<file path="src/rtl/apb_master.sv">
// APB requester: one valid/ready command in, SETUP->ACCESS transfer out, one response pulse back.
// Optional ACCESS wait-state abort is enabled by defining APB_TIMEOUT_EN.
module apb_master #(
  parameter int ADDR_WIDTH     = 8,
  parameter int DATA_WIDTH     = 8,
  parameter int TIMEOUT_CYCLES = 16
) (
  input  logic                  i_Pclk,
  input  logic                  i_Presetn,
  input  logic                  i_Cmd_valid,
  output logic                  o_Cmd_ready,
  input  logic                  i_Cmd_write,
  input  logic [ADDR_WIDTH-1:0] i_Cmd_addr,
  input  logic [DATA_WIDTH-1:0] i_Cmd_wdata,
  output logic                  o_Rsp_valid,
  output logic [DATA_WIDTH-1:0] o_Rsp_rdata,
  output logic                  o_Rsp_error,
  output logic [ADDR_WIDTH-1:0] o_Paddr,
  output logic                  o_Psel,
  output logic                  o_Penable,
  output logic                  o_Pwrite,
  output logic [DATA_WIDTH-1:0] o_Pwdata,
  input  logic [DATA_WIDTH-1:0] i_Prdata,
  input  logic                  i_Pready,
  input  logic                  i_Pslverr
);

  localparam logic [1:0] ST_IDLE   = 2'd0;
  localparam logic [1:0] ST_SETUP  = 2'd1;
  localparam logic [1:0] ST_ACCESS = 2'd2;

  if (TIMEOUT_CYCLES < 1) begin : g_bad_timeout
    $error("apb_master: TIMEOUT_CYCLES must be at least 1");
  end

  logic [1:0]            state_q, state_d;
  logic [ADDR_WIDTH-1:0] paddr_q, paddr_d;
  logic [DATA_WIDTH-1:0] pwdata_q, pwdata_d;
  logic                  pwrite_q, pwrite_d;
  logic                  psel_q, psel_d;
  logic                  penable_q, penable_d;
  logic                  rsp_valid_q, rsp_valid_d;
  logic [DATA_WIDTH-1:0] rsp_rdata_q, rsp_rdata_d;
  logic                  rsp_error_q, rsp_error_d;

`ifdef APB_TIMEOUT_EN
  localparam int CNT_W = $clog2(TIMEOUT_CYCLES + 1);
  logic [CNT_W-1:0] cnt_q, cnt_d;
`endif

  always_comb begin
    state_d     = state_q;
    paddr_d     = paddr_q;
    pwdata_d    = pwdata_q;
    pwrite_d    = pwrite_q;
    psel_d      = psel_q;
    penable_d   = penable_q;
    rsp_valid_d = 1'b0;
    rsp_rdata_d = rsp_rdata_q;
    rsp_error_d = rsp_error_q;
`ifdef APB_TIMEOUT_EN
    cnt_d       = cnt_q;
`endif
    case (state_q)
      ST_IDLE: begin
        if (i_Cmd_valid) begin
          paddr_d  = i_Cmd_addr;
          pwdata_d = i_Cmd_wdata;
          pwrite_d = i_Cmd_write;
          psel_d   = 1'b1;
          state_d  = ST_SETUP;
`ifdef APB_TIMEOUT_EN
          cnt_d    = '0;
`endif
        end
      end
      ST_SETUP: begin
        penable_d = 1'b1;
        state_d   = ST_ACCESS;
      end
      ST_ACCESS: begin
        if (i_Pready) begin
          rsp_valid_d = 1'b1;
          rsp_error_d = i_Pslverr;
          rsp_rdata_d = pwrite_q ? '0 : i_Prdata;
          psel_d      = 1'b0;
          penable_d   = 1'b0;
          state_d     = ST_IDLE;
        end
`ifdef APB_TIMEOUT_EN
        // A ready slave on the limit cycle still completes normally (branch above).
        else if (cnt_q == CNT_W'(TIMEOUT_CYCLES)) begin
          rsp_valid_d = 1'b1;
          rsp_error_d = 1'b1;
          rsp_rdata_d = '0;
          psel_d      = 1'b0;
          penable_d   = 1'b0;
          state_d     = ST_IDLE;
        end else begin
          cnt_d = cnt_q + 1'b1;
        end
`endif
      end
      default: begin
        psel_d    = 1'b0;
        penable_d = 1'b0;
        state_d   = ST_IDLE;
      end
    endcase
  end

  always_ff @(posedge i_Pclk or negedge i_Presetn) begin
    if (!i_Presetn) begin
      state_q     <= ST_IDLE;
      paddr_q     <= '0;
      pwdata_q    <= '0;
      pwrite_q    <= 1'b0;
      psel_q      <= 1'b0;
      penable_q   <= 1'b0;
      rsp_valid_q <= 1'b0;
      rsp_rdata_q <= '0;
      rsp_error_q <= 1'b0;
`ifdef APB_TIMEOUT_EN
      cnt_q       <= '0;
`endif
    end else begin
      state_q     <= state_d;
      paddr_q     <= paddr_d;
      pwdata_q    <= pwdata_d;
      pwrite_q    <= pwrite_d;
      psel_q      <= psel_d;
      penable_q   <= penable_d;
      rsp_valid_q <= rsp_valid_d;
      rsp_rdata_q <= rsp_rdata_d;
      rsp_error_q <= rsp_error_d;
`ifdef APB_TIMEOUT_EN
      cnt_q       <= cnt_d;
`endif
    end
  end

  assign o_Cmd_ready = (state_q == ST_IDLE);
  assign o_Paddr     = paddr_q;
  assign o_Pwdata    = pwdata_q;
  assign o_Pwrite    = pwrite_q;
  assign o_Psel      = psel_q;
  assign o_Penable   = penable_q;
  assign o_Rsp_valid = rsp_valid_q;
  assign o_Rsp_rdata = rsp_rdata_q;
  assign o_Rsp_error = rsp_error_q;

endmodule

</file>
<file path="config.mk">
export PLATFORM = sky130hd
export DESIGN_NAME = apb_master
export DESIGN_NICKNAME = d
export VERILOG_FILES = /design/src/rtl/apb_master.sv
export SDC_FILE = /design/constraint.sdc
export NUM_CORES = 1
export LEC_CHECK = 0
export ABC_AREA = 1
export CAP_MARGIN = 20
export CORE_MARGIN = 2
export CORE_UTILIZATION = 42
export DETAILED_ROUTE_END_ITERATION = 6
export MAX_ROUTING_LAYER = met4
export PLACE_DENSITY = 0.83
export SLEW_MARGIN = 15
export SYNTH_ARGS = -nofsm -noshare
export SYNTH_HDL_FRONTEND = slang
export SYNTH_SLANG_ARGS = --single-unit
</file>
<file path="constraint.sdc">
create_clock -name i_Pclk -period 2.6 [get_ports i_Pclk]
set_input_delay 0.52 -clock i_Pclk [delete_from_list [all_inputs] [get_ports i_Pclk]]
set_output_delay 0.52 -clock i_Pclk [all_outputs]
set_load 0.01 [all_outputs]
</file>
Word level (Yosys, flattened, before mapping)

Cells that the tools add are included.

Flip-flop bits (word level): 31
Bits of input ports: 30
Output and inout bits: 30
Word-level logic and storage cells: 31

Equality and inequality tests: 4
Mux-type cells: 10
Bitwise logic cells: 2
Reductions and logical operators: 6

Operators by type and width:

| cell                                                            | count |
|---|---|
| 8-bit two-way mux                                               | 1 |
| 2-bit AND reduction                                             | 4 |
| 1-bit one-hot mux with 3 select lines                           | 2 |
| 2-bit one-hot mux with 3 select lines                           | 1 |
| 1-bit two-way mux                                               | 4 |
| 2-bit two-way mux                                               | 2 |
| 2-bit inequality test, second input constant                    | 2 |
| 3-bit AND reduction                                             | 1 |
| 2-bit by 1-bit == test with 1-bit output, second input constant | 1 |
| 2-bit == test, second input constant                            | 1 |
| 2-bit zero test                                                 | 1 |
| 1-bit NOT                                                       | 2 |

Logic depth before layout (Yosys ltp)

Depth in word-level cells: 3
Depth in mapped cells: 6

Worst setup path after synthesis

No wires, ideal clock.

Path kind: reg-to-output
From: reg state_q[1]
To: out o_Cmd_ready
Arrival: 0.627 ns
Data required time: 2.080 ns
Path slack: 1.453 ns
Stages on the path, launching flop included: 2
Buffers on the path: 0
Cell sequence: dfrtp_1 > nor2_4

Word-level cells in the longest chain between the ends: 1

Ends and longest elaborated chain:

| item                   | line | RTL |
|---|---|---|
| start, declared        | 36   | `logic [1:0] state_q, state_d;` |
| start signal, assigned | 127  | `state_q <= state_d;` |
| 2-bit zero test        | 142  | `assign o_Cmd_ready = (state_q == ST_IDLE);` |
| end, declared          | 11   | `output logic o_Cmd_ready,` |

Every way passes these cells.

Worst setup path after layout

Same ends and word-level chain as after synthesis.

==> impl_results.md <==
- Sequential fraction of the synthesis area: 0.6301
- Routed wire length: 2.739 mm
- Levels on crit path: 2
- Count leader, synth: nand2_1
- Util after Layout: 0.6883
- Slew @ Worst Pin: between 0.3 and 0.4 ns
- Synth area leader: dfrtp_1
- Worst Skew: 0.01015 ns
- First-pass GRT wire length: ~4.7 mm
- Vias in the first global route: roughly 1.1k
- Ys flop type: dfrtp_1
- CTS sink count: 31
- Drt wl/cell: 12.12 um
- Slew HR: 0.7494
- Max Freq: 0.4814 GHz
- GRT Residual Overflow: 0
- CTS H-tree lvls: 2
- R2R cell count: 5
- Initial DRC count: between 40 and 50
- Largest net degree at the start of global routing: 32
- CTS tree: done
- Sw Ratio: 0.3401
- R2r setup slk: about 1.4 ns
- Post-synthesis async set-or-reset flop share: 1.000
- Cts repair resizes: 0
- Critical Path End Type: primary output
- Crit path max fanout: 5
- Top cell type's share of synthesized area: 0.6301
- CTS clk-pin slew, worst paths: about 0.10 ns
- Crit-path cells: nor2_4, clkdlybuf4s50_1
- Mapped Nets: 160
- Period utilisation layout: 0.7990
- Mapped Cells: 130
- Mean area per synthesized cell: 9.471 um2
- Number of synthesized register bits: 31
- IO Port Bufs: 59
- Top cells by area, synth: dfrtp_1 63%, nand2_1 23%, o21ai_0 2.4%
- Status: finished, final reports clean
- Leakage: roughly 0.94 nW
- Hold_buf cts: 0
- Logic pwr share: 0.446
- Worst-Skew Late Latency: roughly 0.34 ns
- Remaining antenna violation count: 0
- Pre-antenna DRT Iters: 4
- Setup Total Neg Slack: 0 ns
- Worst EP required: approximately 2.1 ns
- Total track usage: 0.1964
- Die width: a little under 60 um
- # DRC: 0
- Starting Density: 0.4426
- Post-DP HPWL: just over 2 mm
- Final Hold Viols: 0
- WS Path Type: flip-flop to primary output
- Synthesized area: roughly 1200 um2
- Number of cell rows: 19
- # IOs: 60
- Crit path buf inv count: 1
- Top cells by count, synth: 75 x nand2_1, 31 x dfrtp_1, 6 x o21ai_0, 4 x inv_1, 3 x o21ai_1
- Min Hold Slack: between 0.4 and 0.5 ns
- CP top delay family: buffers and inverters
- CP startpoint kind: flip-flop
- Initial antenna violation count: 0
- Die ar.: approximately 3400 um2
- Pint: 1.471 mW
- Critical Path Max Stage Delay: 0.56 ns
- Sequential power share: 0.380
- VDD IR max: just under 0.9 mV
- Max-slew violations: 0
- P_sw: between 0.7 and 0.8 mW
- Synthesis Warnings: 0
- Post-synth EDFFs: 0
- Worst Hold Path Cells: 2
- Fin crit period: 2.077 ns
- CORE AREA: 2781 um2
- CTS max path bufs: 2
- Number of buffers created by CTS: 5
- RSZ-0062 raised after global routing: false
- Final Setup Violations: 0
- # diodes: 0
- Post-CTS Setup Repair Bufs: 0
- Slowest cell on crit path: clkdlybuf4s50_1
- Layout cells sized above 1: 0.07179
- Vias per cell: ~4.8
- Yosys cell types: 16
- Type of the most critical hold path: flip-flop to flip-flop
- Pwr/cell area: between 1000 and 1500 nW/um2
- Area growth syn-to-layout: 55.49%
- Max-cap viol count: 0
- Final net count: about 220
- Critical Path AT: ~1.6 ns
- Clock power frac: 0.175
- Routed vias: around 1.1k
- GP Congestion: 0.7532
- Die H: ~58 um
- Clk Tree Root Cell: clkbuf_4
[kinds of logic (layout without fill, tap and decap cells)]
| group | Yosys count | count (layout) | synth area share |
|---|---|---|---|
| flip-flops | 31 | 31 | 0.6301 |
| AND/OR/NAND/NOR | 81 | 81 | 0.2764 |
| AO/OA/AOI/OAI | 9 | 9 | 0.03658 |
| buffers and inverters | 9 | 74 | 0.05690 |
[cells in the final DEF (no fill, tap or decap)]
cell type        count
nand2_4              1
dfrtp_1             31
nand3_1              1
buf_4                1
clkinv_1             1
bufinv_16            1
clkbuf_8             1
nand2_1             75
inv_8                1
nor2_4               1
o21ai_0              6
clkbuf_4             5
clkinv_2             1
clkdlybuf4s50_1     59
nand3_4              1
nand2_2              1
o21ai_1              3
nand3b_1             1
inv_1                4
[routing by layer]
metal | wire length [um] | up-vias | track usage
met5 | 0 | - | -
met4 | 55 | 0 | 0.1096
met3 | 268 | 7 | 0.06473
met2 | 1275 | 50 | 0.3117
met1 | 1139 | 496 | 0.2170
li1 | - | 532 | -
[flip-flops by register name, summed over array words and instances (netlist names)]
| signal | flops |
|---|---|
| o_Psel | 1 |
| o_Rsp_error | 1 |
| o_Paddr | 8 |
| o_Penable | 1 |
| state_q | 2 |
| o_Pwrite | 1 |
| o_Rsp_valid | 1 |
| o_Rsp_rdata | 8 |
| o_Pwdata | 8 |
[tightest hold or removal path: cells and delay by family, from the launching register on]
family | cells | cell delay [ns]
flops | 1 | 0.35
simple gates | 2 | 0.10
[cell type report]
class | instances | area, um2
Fill cell | 238 | 867.1
Sequential cell | 31 | 775.7
Timing Repair Buffer | 60 | 598.1
Multi-Input combinational cell | 90 | 385.4
Clock buffer | 6 | 51.30
Tap cell | 31 | 38.79
Clock inverter | 2 | 35.03
Inverter | 6 | 30.03
[per-stage QoR]
stage | cells | total power, mW | cell area [um2] | setup slack (ns)
after floorplan | 130 | 1.307 | 1231 | 1.453
after global placement | 218 | 1.828 | 1828 | 0.9142
after detailed placement | 218 | 1.860 | 1828 | 0.8868
after CTS | 226 | 2.257 | 1914 | 0.5027
after global routing | 226 | 2.399 | 1914 | 0.4451
final | 226 | 2.229 | 1914 | 0.5225
[power groups by stage]
stage / Sequential (mW) / Clock (mW) / Combinational [mW]
2_1_floorplan: 0.945 / 0 / 0.362
3_3_place_gp: 0.842 / 0 / 0.985
3_5_place_dp: 0.852 / 0 / 1.01
4_1_cts: 0.846 / 0.399 / 1.01
5_1_grt: 0.876 / 0.424 / 1.10
6_report: 0.847 / 0.389 / 0.994
[worst paths after layout]
check	from	end
setup / recovery	state_q[1]$_DFFE_PN0P_	o_Cmd_ready
hold / removal	o_Psel$_DFFE_PN0P_	o_Psel$_DFFE_PN0P_
setup reg to reg	state_q[1]$_DFFE_PN0P_	o_Pwrite$_DFFE_PN0P_
hold reg to reg	o_Psel$_DFFE_PN0P_	o_Psel$_DFFE_PN0P_
max in group asynchronous	i_Presetn	o_Rsp_rdata[6]$_DFFE_PN0P_
min in group asynchronous	i_Presetn	o_Rsp_valid$_DFF_PN0_
(Power assumes the default switching activity.)
